## src/rtl/hazard_pkg.sv

```systemverilog
// rtl/hazard_pkg.sv - shared constants and latency classes for the hazard scoreboard
// Contents:
//   MAX_LAT_DEF   default maximum producer latency
//   FWD_REGFILE   operand comes from the register file
//   FWD_BYPASS    operand comes from the completion bus
//   lat_e         nominal latency of each functional-unit class
package hazard_pkg;

    localparam int MAX_LAT_DEF = 8;

    localparam logic [1:0] FWD_REGFILE = 2'b00;
    localparam logic [1:0] FWD_BYPASS  = 2'b01;

    typedef enum logic [3:0] {
        LAT_ALU  = 4'd1,
        LAT_LOAD = 4'd2,
        LAT_MUL  = 4'd3,
        LAT_DIV  = 4'(MAX_LAT_DEF)
    } lat_e;

endpackage

```

## src/rtl/hazard_scoreboard_unit_wb_slot.sv

```systemverilog
// rtl/hazard_scoreboard_unit_wb_slot.sv - writeback-port reservation shift register
// Ports:
//   clk, rst_n        clock, asynchronous active-low reset
//   clear_i           drop every reservation (next state all zero)
//   reserve_i         claim the slot reserve_lat_i cycles after issue
//   reserve_lat_i     latency of the claiming producer
//   query_lat_i       latency of the candidate producer
//   query_o           that slot is already claimed
//   empty_o           no reservation is outstanding
module wb_slot_reserve
    import hazard_pkg::*;
#(
    parameter int MAX_LAT = MAX_LAT_DEF,
    parameter int CW      = 4
) (
    input  logic          clk,
    input  logic          rst_n,
    input  logic          clear_i,
    input  logic          reserve_i,
    input  logic [CW-1:0] reserve_lat_i,
    input  logic [CW-1:0] query_lat_i,
    output logic          query_o,
    output logic          empty_o
);

    // Bit k-1 stands for the writeback slot k cycles ahead.
    logic [MAX_LAT-1:0] slot_q;
    logic [MAX_LAT-1:0] slot_d;
    logic [MAX_LAT-1:0] slot_shift;

    // Reservations and queries are both made in the post-shift frame, so
    // a producer issued now collides with any earlier producer that will
    // occupy the same completion cycle.
    always_comb begin
        slot_shift = slot_q >> 1;
        slot_d     = slot_shift;
        query_o    = 1'b0;
        for (int k = 1; k <= MAX_LAT; k++) begin
            if (query_lat_i == CW'(k)) begin
                query_o = slot_shift[k-1];
            end
            if (reserve_i && (reserve_lat_i == CW'(k))) begin
                slot_d[k-1] = 1'b1;
            end
        end
        if (clear_i) begin
            slot_d = '0;
        end
    end

    always_ff @(posedge clk or negedge rst_n) begin
        if (!rst_n) begin
            slot_q <= '0;
        end else begin
            slot_q <= slot_d;
        end
    end

    assign empty_o = ~|slot_q;

endmodule

```

## src/rtl/hazard_scoreboard_unit.sv

```systemverilog
// rtl/hazard_scoreboard_unit.sv - ID-stage scoreboard for variable-latency producers
// Ports:
//   clk, rst_n                      clock, asynchronous active-low reset
//   issue_valid_ID                  ID instruction wants to issue
//   reg_write_ID, rd_ID, lat_ID     destination write, register, producer latency
//   rs1_ID/rs2_ID, rs1use_ID/rs2use_ID   source registers and their use flags
//   Branch_ID                       taken branch/jump resolved in ID
//   flush_all                       trap/exception squash
//   PC_EN_IF, reg_FD_EN             front-end enables (low while stalled)
//   reg_FD_flush, reg_DE_flush      IF/ID flush, ID/EX bubble
//   forward_ctrl_A/B                operand source select
//   sb_empty                        nothing in flight (fence condition)
module hazard_scoreboard_unit
    import hazard_pkg::*;
#(
    parameter int NREG    = 32,
    parameter int AW      = 5,
    parameter int MAX_LAT = MAX_LAT_DEF,
    parameter int CW      = 4
) (
    input  logic          clk,
    input  logic          rst_n,
    input  logic          issue_valid_ID,
    input  logic          reg_write_ID,
    input  logic [AW-1:0] rd_ID,
    input  logic [CW-1:0] lat_ID,
    input  logic [AW-1:0] rs1_ID,
    input  logic [AW-1:0] rs2_ID,
    input  logic          rs1use_ID,
    input  logic          rs2use_ID,
    input  logic          Branch_ID,
    input  logic          flush_all,
    output logic          PC_EN_IF,
    output logic          reg_FD_EN,
    output logic          reg_FD_flush,
    output logic          reg_DE_flush,
    output logic [1:0]    forward_ctrl_A,
    output logic [1:0]    forward_ctrl_B,
    output logic          sb_empty
);

    // Entry 0 exists only so source/destination indices can be used
    // directly; it is held at zero and never becomes pending.
    logic [NREG-1:0] pending_q;
    logic [NREG-1:0] pending_d;
    logic [CW-1:0]   cnt_q [NREG];
    logic [CW-1:0]   cnt_d [NREG];

    logic raw_a;
    logic raw_b;
    logic waw_stall;
    logic slot_busy;
    logic slot_stall;
    logic slot_empty;
    logic stall;
    logic issue;
    logic do_write;

    // A source whose producer has one cycle left is taken from the
    // completion bus; anything further out has to wait.
    always_comb begin
        raw_a          = 1'b0;
        forward_ctrl_A = FWD_REGFILE;
        if (rs1use_ID && (rs1_ID != '0) && pending_q[rs1_ID]) begin
            if (cnt_q[rs1_ID] == CW'(1)) begin
                forward_ctrl_A = FWD_BYPASS;
            end else begin
                raw_a = 1'b1;
            end
        end
    end

    always_comb begin
        raw_b          = 1'b0;
        forward_ctrl_B = FWD_REGFILE;
        if (rs2use_ID && (rs2_ID != '0) && pending_q[rs2_ID]) begin
            if (cnt_q[rs2_ID] == CW'(1)) begin
                forward_ctrl_B = FWD_BYPASS;
            end else begin
                raw_b = 1'b1;
            end
        end
    end

    // A younger write may not land before an older write to the same rd.
    assign waw_stall = reg_write_ID && (rd_ID != '0) && pending_q[rd_ID]
                       && (cnt_q[rd_ID] > lat_ID);

    assign slot_stall = reg_write_ID & slot_busy;

    assign stall    = issue_valid_ID & (raw_a | raw_b | waw_stall | slot_stall) & ~flush_all;
    assign issue    = issue_valid_ID & ~stall & ~flush_all;
    assign do_write = issue & reg_write_ID & (rd_ID != '0);

    assign PC_EN_IF     = ~stall;
    assign reg_FD_EN    = ~stall;
    assign reg_DE_flush = stall | flush_all;
    // A branch held in ID by a stall is acted on only once it leaves.
    assign reg_FD_flush = (Branch_ID & ~stall) | flush_all;

    wb_slot_reserve #(
        .MAX_LAT (MAX_LAT),
        .CW      (CW)
    ) u_wb_slot (
        .clk           (clk),
        .rst_n         (rst_n),
        .clear_i       (flush_all),
        .reserve_i     (do_write),
        .reserve_lat_i (lat_ID),
        .query_lat_i   (lat_ID),
        .query_o       (slot_busy),
        .empty_o       (slot_empty)
    );

    // Counters run down every cycle regardless of stall; a fresh issue to
    // the same rd overrides the old entry, even one finishing this cycle.
    always_comb begin
        pending_d = pending_q;
        for (int r = 0; r < NREG; r++) begin
            cnt_d[r] = cnt_q[r];
        end
        for (int r = 1; r < NREG; r++) begin
            if (cnt_q[r] != '0) begin
                cnt_d[r] = cnt_q[r] - CW'(1);
            end
            if (cnt_q[r] == CW'(1)) begin
                pending_d[r] = 1'b0;
            end
            if (do_write && (rd_ID == AW'(r))) begin
                pending_d[r] = 1'b1;
                cnt_d[r]     = lat_ID;
            end
        end
        pending_d[0] = 1'b0;
        cnt_d[0]     = '0;
        if (flush_all) begin
            pending_d = '0;
            for (int r = 0; r < NREG; r++) begin
                cnt_d[r] = '0;
            end
        end
    end

    always_ff @(posedge clk or negedge rst_n) begin
        if (!rst_n) begin
            pending_q <= '0;
            for (int r = 0; r < NREG; r++) begin
                cnt_q[r] <= '0;
            end
        end else begin
            pending_q <= pending_d;
            for (int r = 0; r < NREG; r++) begin
                cnt_q[r] <= cnt_d[r];
            end
        end
    end

    assign sb_empty = ~|pending_q & slot_empty;

    lat_legal_a : assert property (@(posedge clk) disable iff (!rst_n)
        (issue_valid_ID && reg_write_ID) |-> ((lat_ID != '0) && (lat_ID <= CW'(MAX_LAT))))
        else $error("illegal producer latency %0d", lat_ID);

endmodule

```

## config.mk

```make
export PLATFORM = sky130hd
export DESIGN_NAME = hazard_scoreboard_unit
export DESIGN_NICKNAME = d
export VERILOG_FILES = /design/src/rtl/hazard_pkg.sv /design/src/rtl/hazard_scoreboard_unit_wb_slot.sv /design/src/rtl/hazard_scoreboard_unit.sv
export SDC_FILE = /design/constraint.sdc
export NUM_CORES = 1
export LEC_CHECK = 0
export ABC_AREA = 1
export BUFFER_PORTS_ARGS = -buffer_cell sky130_fd_sc_hd__buf_2
export CORE_UTILIZATION = 30
export DETAILED_ROUTE_END_ITERATION = 10
export PLACE_DENSITY_LB_ADDON = 0.12
export SLEW_MARGIN = 15
export SYNTH_ARGS = -nofsm -noshare
export SYNTH_HDL_FRONTEND = slang
export SYNTH_SLANG_ARGS = --single-unit
```

## constraint.sdc

```tcl
create_clock -name clk -period 4.5 [get_ports clk]
set_clock_uncertainty 0.15 [all_clocks]
set_input_delay 0.9 -clock clk [delete_from_list [all_inputs] [get_ports clk]]
set_output_delay 0.9 -clock clk [all_outputs]
set_load 0.01 [all_outputs]
```

* Word level (Yosys, flattened, before mapping)
Index checks and enable logic that the tools add are counted.
** Cells by class
- $add $sub $neg :: 31
- $lt $le $gt $ge :: 7
- Eq/ne operators :: 72
- Muxes and demuxes :: 166
- Bitwise gates (word level) :: 19
- Reduce and logical (&&, ||, !) cells :: 146
** Operators by type and width (count)
- two-way mux 4 bit :: 68
- nonzero test 3 bit :: 62
- equality test 4 x 1 -> 1 bit, second input constant :: 34
- two-way mux 124 bit :: 1
- nonzero test 4 bit :: 31
- subtractor 4 x 1 -> 4 bit, second input constant :: 31
- two-way mux 1 bit :: 88
- equality test 5 bit, second input constant :: 16
- binary-select mux 4 bit (select 5 bit) :: 3
- logical AND 1 bit :: 46
- equality test 5 x 4 -> 1 bit, second input constant :: 8
- two-way mux 32 bit :: 1
- OR reduction 32 bit :: 1
- equality test 5 x 3 -> 1 bit, second input constant :: 4
- >= comparator 6 bit, second input constant :: 3
- less-than comparator 5 x 6 -> 1 bit, second input constant :: 3
- NOT 5 -> 6 bit :: 3
- equality test 4 x 3 -> 1 bit, second input constant :: 4
- binary-select mux 1 bit (select 5 bit) :: 3
- nonzero test 5 bit :: 3
- equality test 5 x 2 -> 1 bit, second input constant :: 2
- AND 1 bit :: 9
- equality test 4 x 2 -> 1 bit, second input constant :: 2
- two-way mux 8 bit :: 1
- other kinds (8) :: 14
** Storage, ports and cells
- Register bits :: 168
- Output and inout bits :: 9
- Logic and storage cells :: 506

* Logic depth before layout (Yosys ltp)
Gate-level depths: netlist of run 1.
- Depth after elaboration :: 21
- Mapped depth :: 27

* Modules after synthesis
Synthesis of run 1 repeated with hierarchy kept, for this count alone.
** Unflattened totals
- Cell total of the unflattened synthesis :: 2249
- Area total of the unflattened synthesis :: 14785.4 sq um
** Modules (own cells, without submodules)
- hazard_scoreboard_unit :: instances 1, cells each 2184, area each 14330.0 sq um, seq. area each 3878.7 sq um
- wb_slot_reserve :: instances 1, cells each 65, area each 455.4 sq um, seq. area each 200.2 sq um

* Worst setup path after synthesis of run 1
No wires, ideal clock.
- Path type :: input to output
- Start :: in rd_ID[1]
- End :: out reg_FD_EN
- Arrival time :: 3657 ps
- Setup slack :: -207 ps
- Stages :: 23
- Path buffers :: 4
- Cell sequence :: nand2_2 > clkbuf_1 > buf_1 > o22ai_1 > o21ai_0 > nand4_1 > nor2_1 > a21oi_1 > ha_1 > inv_1 > nor2_1 > nor2_1 > o21a_1 > a211oi_1 > nand3_1 > nand2_1 > inv_2 > nand3_4 > nand2_8 > buf_12 > nor2_1 > inv_1 > buf_4
** Between the ends
- Word-level cells in the longest chain between the ends :: 11
- Elaborated cells between the ends (all ways) :: 16
- Those cells by class :: order compare: 1; mux: 5; bitwise: 6; reduce/logical: 4
** Ends and longest elaborated chain
- start, declared :: line hazard_scoreboard_unit.sv:25 : input logic [AW-1:0] rd_ID,
- NOT 5 -> 6 bit (not written as such) :: line hazard_scoreboard_unit.sv:87 : && (cnt_q[rd_ID] > lat_ID);
- binary-select mux 4 bit (select 5 bit) :: line hazard_scoreboard_unit.sv:87
- two-way mux 4 bit (not written as such) (2 in series) :: line hazard_scoreboard_unit.sv:87
- greater-than comparator 4 bit :: line hazard_scoreboard_unit.sv:87
- logical AND 1 bit (*) :: line hazard_scoreboard_unit.sv:87
- bitwise OR 1 bit (*) (2 in series) :: line hazard_scoreboard_unit.sv:91 : assign stall = issue_valid_ID & (raw_a | raw_b | waw_stall | slot_stall) & ~flush_all;
- AND 1 bit (*) (2 in series) :: line hazard_scoreboard_unit.sv:91
- NOT 1 bit (*)
- end, declared :: line hazard_scoreboard_unit.sv:34 : output logic reg_FD_EN,
Mark *: on every way between the ends. The rest lies on a longest branch, timed or not. The select of a mux whose other input is x is not followed.

* Worst setup path in the final report of run 1
- Start :: in rd_ID[0]
- End :: out reg_DE_flush
** Between the ends
- Word-level cells in the longest chain between the ends :: 11
- Elaborated cells between the ends (all ways) :: 16
- Those cells by class :: order compare: 1; mux: 5; bitwise: 6; reduce/logical: 4
** Ends and longest elaborated chain
- NOT 5 -> 6 bit (not written as such) :: line hazard_scoreboard_unit.sv:87
- binary-select mux 4 bit (select 5 bit) :: line hazard_scoreboard_unit.sv:87
- two-way mux 4 bit (not written as such) (2 in series) :: line hazard_scoreboard_unit.sv:87
- greater-than comparator 4 bit :: line hazard_scoreboard_unit.sv:87
- logical AND 1 bit (*) :: line hazard_scoreboard_unit.sv:87
- bitwise OR 1 bit (*) (2 in series) :: line hazard_scoreboard_unit.sv:91
- AND 1 bit (*) (2 in series) :: line hazard_scoreboard_unit.sv:91
- bitwise OR 1 bit (*) :: line hazard_scoreboard_unit.sv:97 : assign reg_DE_flush = stall | flush_all;
- end, declared :: line hazard_scoreboard_unit.sv:36 : output logic reg_DE_flush,
Marks and branches as above.

==> metrics.txt, run 1 <==
Worst-Margin Slew=0.802 ns; CTS Hold Bufs=0; worst setup margin=-0.0802 ns; run status=finished with violations; Vias=15200; DP Area=15700 um^2; largest net degree at the start of global routing=68; clock sinks=163; RR Endpoint=cnt_q[101]; ANT cells=0; Synth top area share=0.284; FFs w/ async S/R, synth=1.00; fin crit share=1.02; Die W=221 um; Post-synth EDFFs=0; PnR Total Power=8.89 mW; initial antenna violation count=1; Yosys Warn Count=0; clk slew on worst S/H paths=0.06 ns; Hold Crit Class=input pin to asynchronous set/reset pin; Syn-to-layout area delta=16.0%; Final GP Congestion=0.939; worst-case reg-to-reg path depth=25; GR Util All Layers=0.257; core region area=47000 um^2; WP data arrival=3.53 ns; FF-to-FF Start=cnt_q[5]; Max Buffers Root-to-Sink=2; Die H=221 um; max-cap violation count=0; Via density=5.34; Root Buffer=clkbuf_16; Starting Density=0.306; Worst Setup Path Type=input pin to primary output; CP Buf/Inv Count=8; # DRC=3; global-route wire length before repair=93600 um; f_max=218 MHz; Setup crit end kind=primary output; FF+latch area=4080 um^2; placed wire-length estimate=47300 um; Crit-path slowest cell=ha_1; Crit path depth=23; vias in the first global route=14500; Tmin final=4.58 ns; Synth Instances=2154; fin. max-slew vios=0; TritonCTS buffer count=17; Lkg Pwr=8.18 nW; reg2reg setup slack=0.72 ns; top cells by area, synth=dfrtp_1 (28%), nand2_1 (15%), inv_1 (7.0%); delay-heaviest family, CP=simple AND/OR/NAND/NOR gates; share of cells above drive strength 1=0.135; crit-path cells=buf_12 > nand2_8 > buf_12 > buf_8 > buf_6 > o22ai_1 > o21ai_1 > nand4_1 > nor2_1 > a21oi_2 > ha_1 > inv_2 > nor2_1 > nor2_1 > o21a_1 > a211oi_2 > nand3_1 > nand2_1 > inv_2 > nand3_4 > a21oi_4 > inv_1 > buf_2; startpoint types=input pin; initial drt markers=1406; distinct cell type count after synthesis=52; Die ar.=48800 um^2; cell taking the most area after synthesis=dfrtp_1; Core Rows=79; Top FF cell, synth=dfrtp_1; CP peak stage delay=0.31 ns; Mapped Avg Cell Area=6.67 um^2; sequential fraction of the synthesis area=0.284; wirelength, routed=62800 um; global route total overflow=0; multi-input logic area=8810 um^2; commonest non-fill, non-tap cells in the layout=nand2_1 (586), inv_1 (264), nor2_1 (197), o21ai_0 (164), dfrtp_1 (163); Worst-Skew Late Latency=0.51 ns; H-Tree Depth=4; Final Hold Vio Count=0; post-route cell area=16700 um^2; Fillers=5101; num ports=36; register bit total from synthesis=163; 1st-pass router iterations=10; CTS tree=done; Most Frequent Cell on Critical Path=nor2_1; Pwr per Cell Area=533 nW/um^2; pre-CTS setup slack=-0.173 ns; fin nets=2322; cell area after synthesis=14400 um^2; wire per inst=22.0 um; commonest non-fill, non-tap cell in the layout=nand2_1; Setup Viol. Count Final=4; Max FO, Critical Path=6; final antenna-violating net count=0; failing checks=DRC, setup timing; input/output buffers=33; RSZ-0062 raised after global routing=yes; peak supply drop=0.356 mV; max_slew headroom=0.460; Worst EP required=3.45 ns
[per-layer routing]
metal,wire [um],global-route usage
met1,28500,0.348
met2,28200,0.408
met3,3810,0.0361
met4,2280,0.111
met5,13,0
[Yosys cell counts (37+ instances only)]
cell type,count
a21oi_1,60
ha_1,66
o21ai_1,65
nand2_1,588
nor2_1,202
nand3_1,103
inv_1,267
o22ai_1,59
clkbuf_1,38
nand4_1,70
dfrtp_1,163
o21ai_0,182
nand2_2,37
[final cells by class]
class | count | area share
clock buffer | 20 | 0.0274
clock inverter | 12 | 0.0107
inverter | 291 | 0.0667
multi-input combinational | 1611 | 0.529
sequential | 163 | 0.245
tap | 607 | 0.0456
timing repair buffer | 145 | 0.0763
[logic make-up after synthesis]
group,share of synthesized area
adders and majority gates,0.0574
xor gates and xnor gates,0.0317
DFF,0.284
buffers and inverters,0.112
and+or+nand+nor,0.356
other,0.000261
AOI/OAI and AO/OA,0.159
[registers in the layout (all words and copies together), names as in the netlist]
name / flops
pending_q: 31
cnt_q: 124
u_wb_slot.slot_q: 8
[what timing repair did]
item / 4_1_cts / 5_1_grt
gates cloned: 3 / 0
buffers inserted: 4 / 6
resized for setup: 40 / 24
endpoints found under the setup margin: 4 / 4
pin swaps: 20 / 21
endpoints found under the hold margin: 0 / 0
[worst max-delay path by stage]
stage	from	to	slack [ns]
after floorplan	rd_ID[1]	reg_FD_EN	0.001
after CTS	rd_ID[1]	reg_DE_flush	0.007
after global routing	rd_ID[0]	reg_DE_flush	-0.17
after detailed placement	rd_ID[0]	reg_FD_EN	-0.17
after global placement	rd_ID[0]	PC_EN_IF	-0.19
final	rd_ID[0]	reg_DE_flush	-0.08
[worst reg2reg max path: cells and delay by family (launching register included)]
kind	cells	cell delay (ns)
adder cells (fa/ha/maj)	1	0.31
flip-flops	1	0.43
AND/OR/NAND/NOR	13	1.49
buffers and inverters	6	0.86
AO/OA/AOI/OAI	5	0.50
[metrics by stage]
step / hold slack (ns) / utilization / instances / setup TNS (ns)
floorplan: 0.299 / - / 2155 / 0
global placement: 0.318 / 0.334 / 2804 / -0.771
detailed placement: 0.320 / 0.334 / 2804 / -0.662
CTS: 0.302 / 0.353 / 2843 / 0
global route: 0.335 / 0.355 / 2849 / -0.571
finish: 0.279 / 0.355 / 2849 / -0.240
[where the power goes]
part | total [mW] | leakage, nW | internal [mW] | switching (mW)
clock network | 1.66 | 0.303 | 0.957 | 0.704
logic | 4.64 | 5.74 | 1.73 | 2.91
registers | 2.59 | 2.14 | 1.95 | 0.644
total | 8.89 | 8.18 | 4.63 | 4.26
Power figures use the tool's default switching activity.
==> inputs of run 2 (changes only) <==
Settings changed: MAX_ROUTING_LAYER from default to met4.
Clock period 4.5 ns to 4.98 ns, I/O delays scaled along.
==> run 2 against run 1 <==
Compared with the run above: hold slack improved by 0.052 ns; die area unchanged; largest cell class unchanged; worst setup slack improved by 0.19 ns; sequential power is 10% lower; register-to-register slack gained 0.32 ns; the flow finishes with violations (DRC); via count is 2.5% lower; cell area fell by 4.1%; clock power fell by 21%; critical path depth shrank 3; largest power group unchanged; power is 13% lower; cell count decreased by 1.9%; highest routed layer is now met4.
==> metrics.txt, run 2 (same netlist as run 1, synthesis figures left out) <==
wire per inst=22.2 um (was 22.0 um); max reg flops=124 (unchanged); post-route cell area=16000 um^2 (was 16700 um^2); clock sinks=163 (unchanged); Crit-path slowest cell=ha_1 (unchanged); # DRC=1 (was 3); Die W=221 um (unchanged); Min-Delay Path Depth=2; largest registers=cnt_q: 124 flops, pending_q: 31 flops, u_wb_slot.slot_q: 8 flops (unchanged); core region area=47000 um^2 (unchanged); Final GP Congestion=0.957 (was 0.939); Setup crit end kind=primary output (unchanged); Worst-Margin Slew=0.785 ns (was 0.802 ns); peak supply drop=0.313 mV (was 0.356 mV); share of cells above drive strength 1=0.106 (was 0.135); Syn-to-layout area delta=11.2% (was 16.0%); delay-heaviest family, CP=compound AO/OA/AOI/OAI gates (was simple AND/OR/NAND/NOR gates); f_max=205 MHz; max_slew headroom=0.477 (was 0.460); max-cap violation count=0 (unchanged); GRT busiest layer=met2 (unchanged); ANT cells=0 (unchanged); Starting Density=0.306 (unchanged); Pwr per Cell Area=482 nW/um^2 (was 533 nW/um^2); GR Util All Layers=0.263 (was 0.257); global route total overflow=0 (unchanged); CTS tree=done (unchanged); wirelength, routed=62100 um (was 62800 um); Root Buffer=clkbuf_16 (unchanged); met3 Use GR=0.0459 (was 0.0361); final antenna-violating net count=0 (unchanged); Via density=5.30 (was 5.34); vias in the first global route=14400 (was 14500); Core Rows=79 (unchanged); fin cells=2796 (was 2849); input/output buffers=33 (unchanged); Worst EP required=3.83 ns (was 3.45 ns); Worst Min Path Start=cnt_q[101]; TritonCTS buffer count=17 (unchanged); placed wire-length estimate=45700 um (was 47300 um); Lkg Pwr=7.84 nW (was 8.18 nW); fin nets=2271 (was 2322); startpoint types=input pin (unchanged); largest net degree at the start of global routing=75 (was 68); Die H=221 um (unchanged); fin. max-slew vios=0 (unchanged); global-route wire length before repair=92700 um (was 93600 um); failing checks=DRC (was DRC, setup timing); Vias=14800 (was 15200); FF-to-FF Start=cnt_q[65] (was cnt_q[5]); run status=finished with violations (unchanged); fin crit share=0.978; CP Buf/Inv Count=6 (was 8); initial antenna violation count=1 (unchanged); Die ar.=48800 um^2 (unchanged); RR Endpoint=cnt_q[8] (was cnt_q[101]); met1 Usage GRT=0.336 (was 0.348); Placed Cells=2763 (was 2804); Worst-Skew Late Latency=0.50 ns (was 0.51 ns); DP Area=15400 um^2 (was 15700 um^2); initial drt markers=1250 (was 1406); 1st-pass router iterations=9 (was 10); CTS Hold Bufs=0 (unchanged); commonest non-fill, non-tap cell in the layout=nand2_1 (unchanged); num ports=36 (unchanged); clk slew on worst S/H paths=0.06 ns (about the same); Worst Setup Path Type=input pin to primary output (unchanged); Top reg by flops=cnt_q (unchanged); Max Buffers Root-to-Sink=2 (unchanged); commonest non-fill, non-tap cells in the layout=nand2_1 (587), inv_1 (265), nor2_1 (200), o21ai_0 (169), dfrtp_1 (163) (was nand2_1 (586), inv_1 (264), nor2_1 (197), o21ai_0 (164), dfrtp_1 (163)); Setup Viol. Count Final=0 (was 4); H-Tree Depth=4 (unchanged); Hold EP=cnt_q[101]; worst-case reg-to-reg path depth=22 (was 25); Max FO, Critical Path=19 (was 6); Hold Crit Class=flip-flop to flip-flop (was input pin to asynchronous set/reset pin); Final Hold Vio Count=0 (unchanged); CP peak stage delay=0.29 ns (was 0.31 ns); Setup TNS=0 ns (was -0.240 ns); GRT met2 Usage=0.403 (was 0.408); reg2reg setup slack=1.04 ns (was 0.72 ns); Tmin final=4.87 ns; WP data arrival=3.73 ns (was 3.53 ns); crit-path cells=buf_2 > inv_2 > nand2_2 > buf_12 > o22ai_1 > o21ai_1 > nand4_1 > nor2_1 > a21oi_2 > ha_1 > a21oi_1 > o21a_1 > a211oi_2 > nand3_1 > nand2_1 > inv_2 > nand3_4 > a21oi_4 > inv_1 > buf_2 (was buf_12 > nand2_8 > buf_12 > buf_8 > buf_6 > o22ai_1 > o21ai_1 > nand4_1 > nor2_1 > a21oi_2 > ha_1 > inv_2 > nor2_1 > nor2_1 > o21a_1 > a211oi_2 > nand3_1 > nand2_1 > inv_2 > nand3_4 > a21oi_4 > inv_1 > buf_2)
[run 2: worst reg2reg max path, stage by stage, from the launching register on]
cell and delay [ns]:
dfrtp_1 0.38, inv_1 0.20, o22ai_1 0.14, a221oi_2 0.20, o21ai_0 0.15, nor2_1 0.20
a21oi_1 0.09, ha_1 0.27, inv_1 0.07, nor2_1 0.04, nor2_1 0.08, o21a_1 0.13
a211oi_2 0.04, nand3_1 0.11, nand2_1 0.06, inv_2 0.06, nand3_4 0.11, a21oi_4 0.26
buf_4 0.31, buf_4 0.45, nand4_1 0.17, nand2_1 0.10, o21ai_1 0.06
[run 2: per-layer routing]
metal | wire length [um] | part of all wire
met5 | 0 | 0
met2 | 27900 | 0.45
met3 | 3930 | 0.063
met4 | 2650 | 0.043
met1 | 27600 | 0.44
[run 2: metrics by stage]
stage / hold WS [ns] / utilization / setup WS, ns / total power, mW
2_1_floorplan: 0.299 / - / 0.0814 / 5.19
3_3_place_gp: 0.322 / 0.327 / 0.0645 / 6.37
3_5_place_dp: 0.325 / 0.327 / 0.0142 / 6.36
4_1_cts: 0.340 / 0.338 / 0.0182 / 7.71
5_1_grt: 0.380 / 0.341 / -0.00421 / 8.45
6_report: 0.331 / 0.341 / 0.107 / 7.71
[run 2: timing repair]
item	4_1_cts	5_1_grt
setup endpoints to repair	0	4
buffers inserted	0	1
gates resized for setup	0	27
[run 2: cell type report]
| type | count | area, um^2 |
|---|---|---|
| fillers | 5202 | 31000 |
| multi-input cells | 1611 | 8740 |
| flip-flops and latches | 163 | 4080 |
| inverters | 291 | 1110 |
| repair buffers | 94 | 783 |
| well taps | 607 | 759 |
| clock buffers | 20 | 437 |
| clock inverters | 10 | 88.8 |
[run 2: how the worst max path moves through the flow]
| stage | start | to | slack [ns] | cells past startpoint |
|---|---|---|---|---|
| 2_1_floorplan | rd_ID[1] | reg_FD_EN | 0.08 | 23 |
| 3_3_place_gp | rd_ID[0] | reg_FD_EN | 0.06 | 23 |
| 3_5_place_dp | rd_ID[1] | cnt_q[8] | 0.01 | 22 |
| 4_1_cts | rd_ID[1] | reg_DE_flush | 0.02 | 19 |
| 5_1_grt | rd_ID[1] | reg_FD_EN | -0.004 | 23 |
| 6_report | rd_ID[1] | reg_DE_flush | 0.11 | 20 |
[run 2: power by group]
| part | internal, mW | switching (mW) | total, mW |
|---|---|---|---|
| clock | 0.676 | 0.631 | 1.31 |
| sequential | 1.76 | 0.573 | 2.33 |
| combinational | 1.51 | 2.56 | 4.07 |
| total | 3.94 | 3.77 | 7.71 |
==> inputs of run 3 (changes only) <==
Settings changed: BUFFER_PORTS_ARGS -buffer_cell sky130_fd_sc_hd__buf_2 to default, DONT_BUFFER_PORTS from default to 1.
==> run 3 against run 2 <==
Compared with the run above: combinational power down 3%; critical path depth is 3 lower; die area unchanged; the flow still finishes with violations (DRC); sequential share of layout area increased by 0.61 points; count of clock-buffer cells in the layout grew 3.
==> metrics.txt, run 3 (same netlist as run 1, synthesis figures left out) <==
Max FO, Critical Path=20 (was 19); Worst-Skew Late Latency=0.51 ns (was 0.50 ns); fin. max-slew vios=0 (unchanged); failing checks=DRC (unchanged); Placed Cells=2708 (was 2763); Max Buffers Root-to-Sink=2 (unchanged); CP peak stage delay=0.30 ns (was 0.29 ns); fin nets=2213 (was 2271); commonest non-fill, non-tap cells in the layout=nand2_1 (588), inv_1 (266), nor2_1 (200), o21ai_0 (182), dfrtp_1 (163) (was nand2_1 (587), inv_1 (265), nor2_1 (200), o21ai_0 (169), dfrtp_1 (163)); CTS tree=done (unchanged); max_slew headroom=0.421 (was 0.477); Finished Core Util=0.333 (was 0.341); reg2reg setup slack=1.02 ns (was 1.04 ns); run status=finished with violations (unchanged); final antenna-violating net count=0 (unchanged); Die H=221 um (unchanged); GR Util All Layers=0.262 (was 0.263); initial drt markers=1406 (was 1250); max-cap violation count=0 (unchanged); Worst Setup Path Type=input pin to primary output (unchanged); clk slew on worst S/H paths=0.07 ns (was 0.06 ns); Root Buffer=clkbuf_16 (unchanged); RR Endpoint=cnt_q[96] (was cnt_q[8]); largest registers=cnt_q: 124 flops, pending_q: 31 flops, u_wb_slot.slot_q: 8 flops (unchanged); global-route wire length before repair=92800 um (was 92700 um); Worst EP required=3.83 ns (about the same); Syn-to-layout area delta=8.63% (was 11.2%); crit-path cells=nand2_4 > inv_2 > a22o_1 > o21ai_0 > o21ai_0 > nor2_1 > a21oi_1 > ha_1 > a21oi_1 > o21a_1 > a211oi_1 > nand3_1 > nand2_1 > inv_2 > nand3_4 > a21oi_4 > inv_1 (was buf_2 > inv_2 > nand2_2 > buf_12 > o22ai_1 > o21ai_1 > nand4_1 > nor2_1 > a21oi_2 > ha_1 > a21oi_1 > o21a_1 > a211oi_2 > nand3_1 > nand2_1 > inv_2 > nand3_4 > a21oi_4 > inv_1 > buf_2); delay-heaviest family, CP=compound AO/OA/AOI/OAI gates (unchanged); num ports=36 (unchanged); Setup TNS=0 ns (unchanged); Starting Density=0.306 (unchanged); peak supply drop=0.250 mV (was 0.313 mV); Die W=221 um (unchanged); 1st-pass router iterations=9 (unchanged); WP data arrival=3.60 ns (was 3.73 ns); Tmin final=4.75 ns (was 4.87 ns); max reg flops=124 (unchanged); CTS Hold Bufs=0 (unchanged); share of cells above drive strength 1=0.0806 (was 0.106); largest net degree at the start of global routing=164 (was 75); wire per inst=22.4 um (was 22.2 um); wirelength, routed=61400 um (was 62100 um); initial antenna violation count=2 (was 1); global route total overflow=0 (unchanged); fin cells=2742 (was 2796); # DRC=1 (unchanged); Crit-path slowest cell=ha_1 (unchanged); TritonCTS buffer count=17 (unchanged); FF-to-FF Start=cnt_q[20] (was cnt_q[65]); Top reg by flops=cnt_q (unchanged); startpoint types=input pin (unchanged); input/output buffers=0 (was 33); commonest non-fill, non-tap cell in the layout=nand2_1 (unchanged); worst-case reg-to-reg path depth=20 (was 22); Hold Crit Class=input pin to asynchronous set/reset pin (was flip-flop to flip-flop); Setup Viol. Count Final=0 (unchanged); Die ar.=48800 um^2 (unchanged); Post-CTS Repair Setup Buffers=0 (unchanged); RSZ-0062 raised after global routing=no; Final Hold Vio Count=0 (unchanged); Vias=14700 (was 14800); clock sinks=163 (unchanged); Setup crit end kind=primary output (unchanged); Core Rows=79 (unchanged); core region area=47000 um^2 (unchanged); f_max=211 MHz (was 205 MHz); Worst-Margin Slew=0.869 ns (was 0.785 ns); fin crit share=0.953 (was 0.978); Pwr per Cell Area=495 nW/um^2 (was 482 nW/um^2); placed wire-length estimate=43500 um (was 45700 um); vias in the first global route=14100 (was 14400); H-Tree Depth=4 (unchanged); Final GP Congestion=0.950 (was 0.957); Lkg Pwr=7.59 nW (was 7.84 nW); CP Buf/Inv Count=3 (was 6); Via density=5.37 (was 5.30)
[run 3: cell types whose count changed in the layout (fill, tap and decap cells not counted), sizes merged]
cell and delta:
clkinv -2, clkbuf +1, diode +2, buf -56, clkinvlp -1, bufinv +2
[run 3: worst max path at each step]
stage | depth (start not counted) | slack [ns] | start | endpoint
3_3_place_gp | 17 | 0.19 | rd_ID[1] | reg_DE_flush
2_1_floorplan | 23 | 0.08 | rd_ID[1] | reg_FD_EN
3_5_place_dp | 17 | 0.14 | rd_ID[1] | reg_DE_flush
4_1_cts | 17 | 0.13 | rd_ID[1] | reg_DE_flush
5_1_grt | 17 | 0.04 | rd_ID[1] | reg_DE_flush
6_report | 17 | 0.23 | rd_ID[1] | reg_DE_flush
[run 3: through the flow]
stage	setup slack [ns]	cell area, um^2	total power, mW	hold slack, ns
detailed placement	0.143	15000	6.25	0.322
global route	0.0393	15600	8.47	0.0210
floorplan	0.0814	14400	5.19	0.299
finish	0.235	15600	7.74	0.0402
CTS	0.127	15600	7.75	0.0186
global placement	0.193	15000	6.28	0.320
[run 3: final cells by class]
cell class                      count  area (um^2)
Tap cell                          607          759
Clock inverter                      9          128
Antenna cell                        2         5.00
Multi-Input combinational cell   1611         8720
Clock buffer                       23          478
Sequential cell                   163         4080
Fill cell                        5138        31300
Timing Repair Buffer               36          345
Inverter                          291         1100
[run 3: power by group]
group	leakage (nW)	internal (mW)	switching, mW
logic	5.16	1.48	2.47
registers	2.14	1.76	0.580
clock network	0.289	0.823	0.625
total	7.59	4.06	3.67
[run 3: routing by layer]
layer / vias to the layer above / share of wire / track usage
met3: 107 / 0.061 / 0.0442
met2: 526 / 0.46 / 0.411
met1: 7062 / 0.45 / 0.337
li1: 7021 / - / -
met4: 0 / 0.031 / 0.0997
met5: - / 0 / -
[run 3: timing repair]
item,CTS,global route
endpoints found under the hold margin,0,0
setup endpoints to repair,0,4
gates resized for setup,0,3
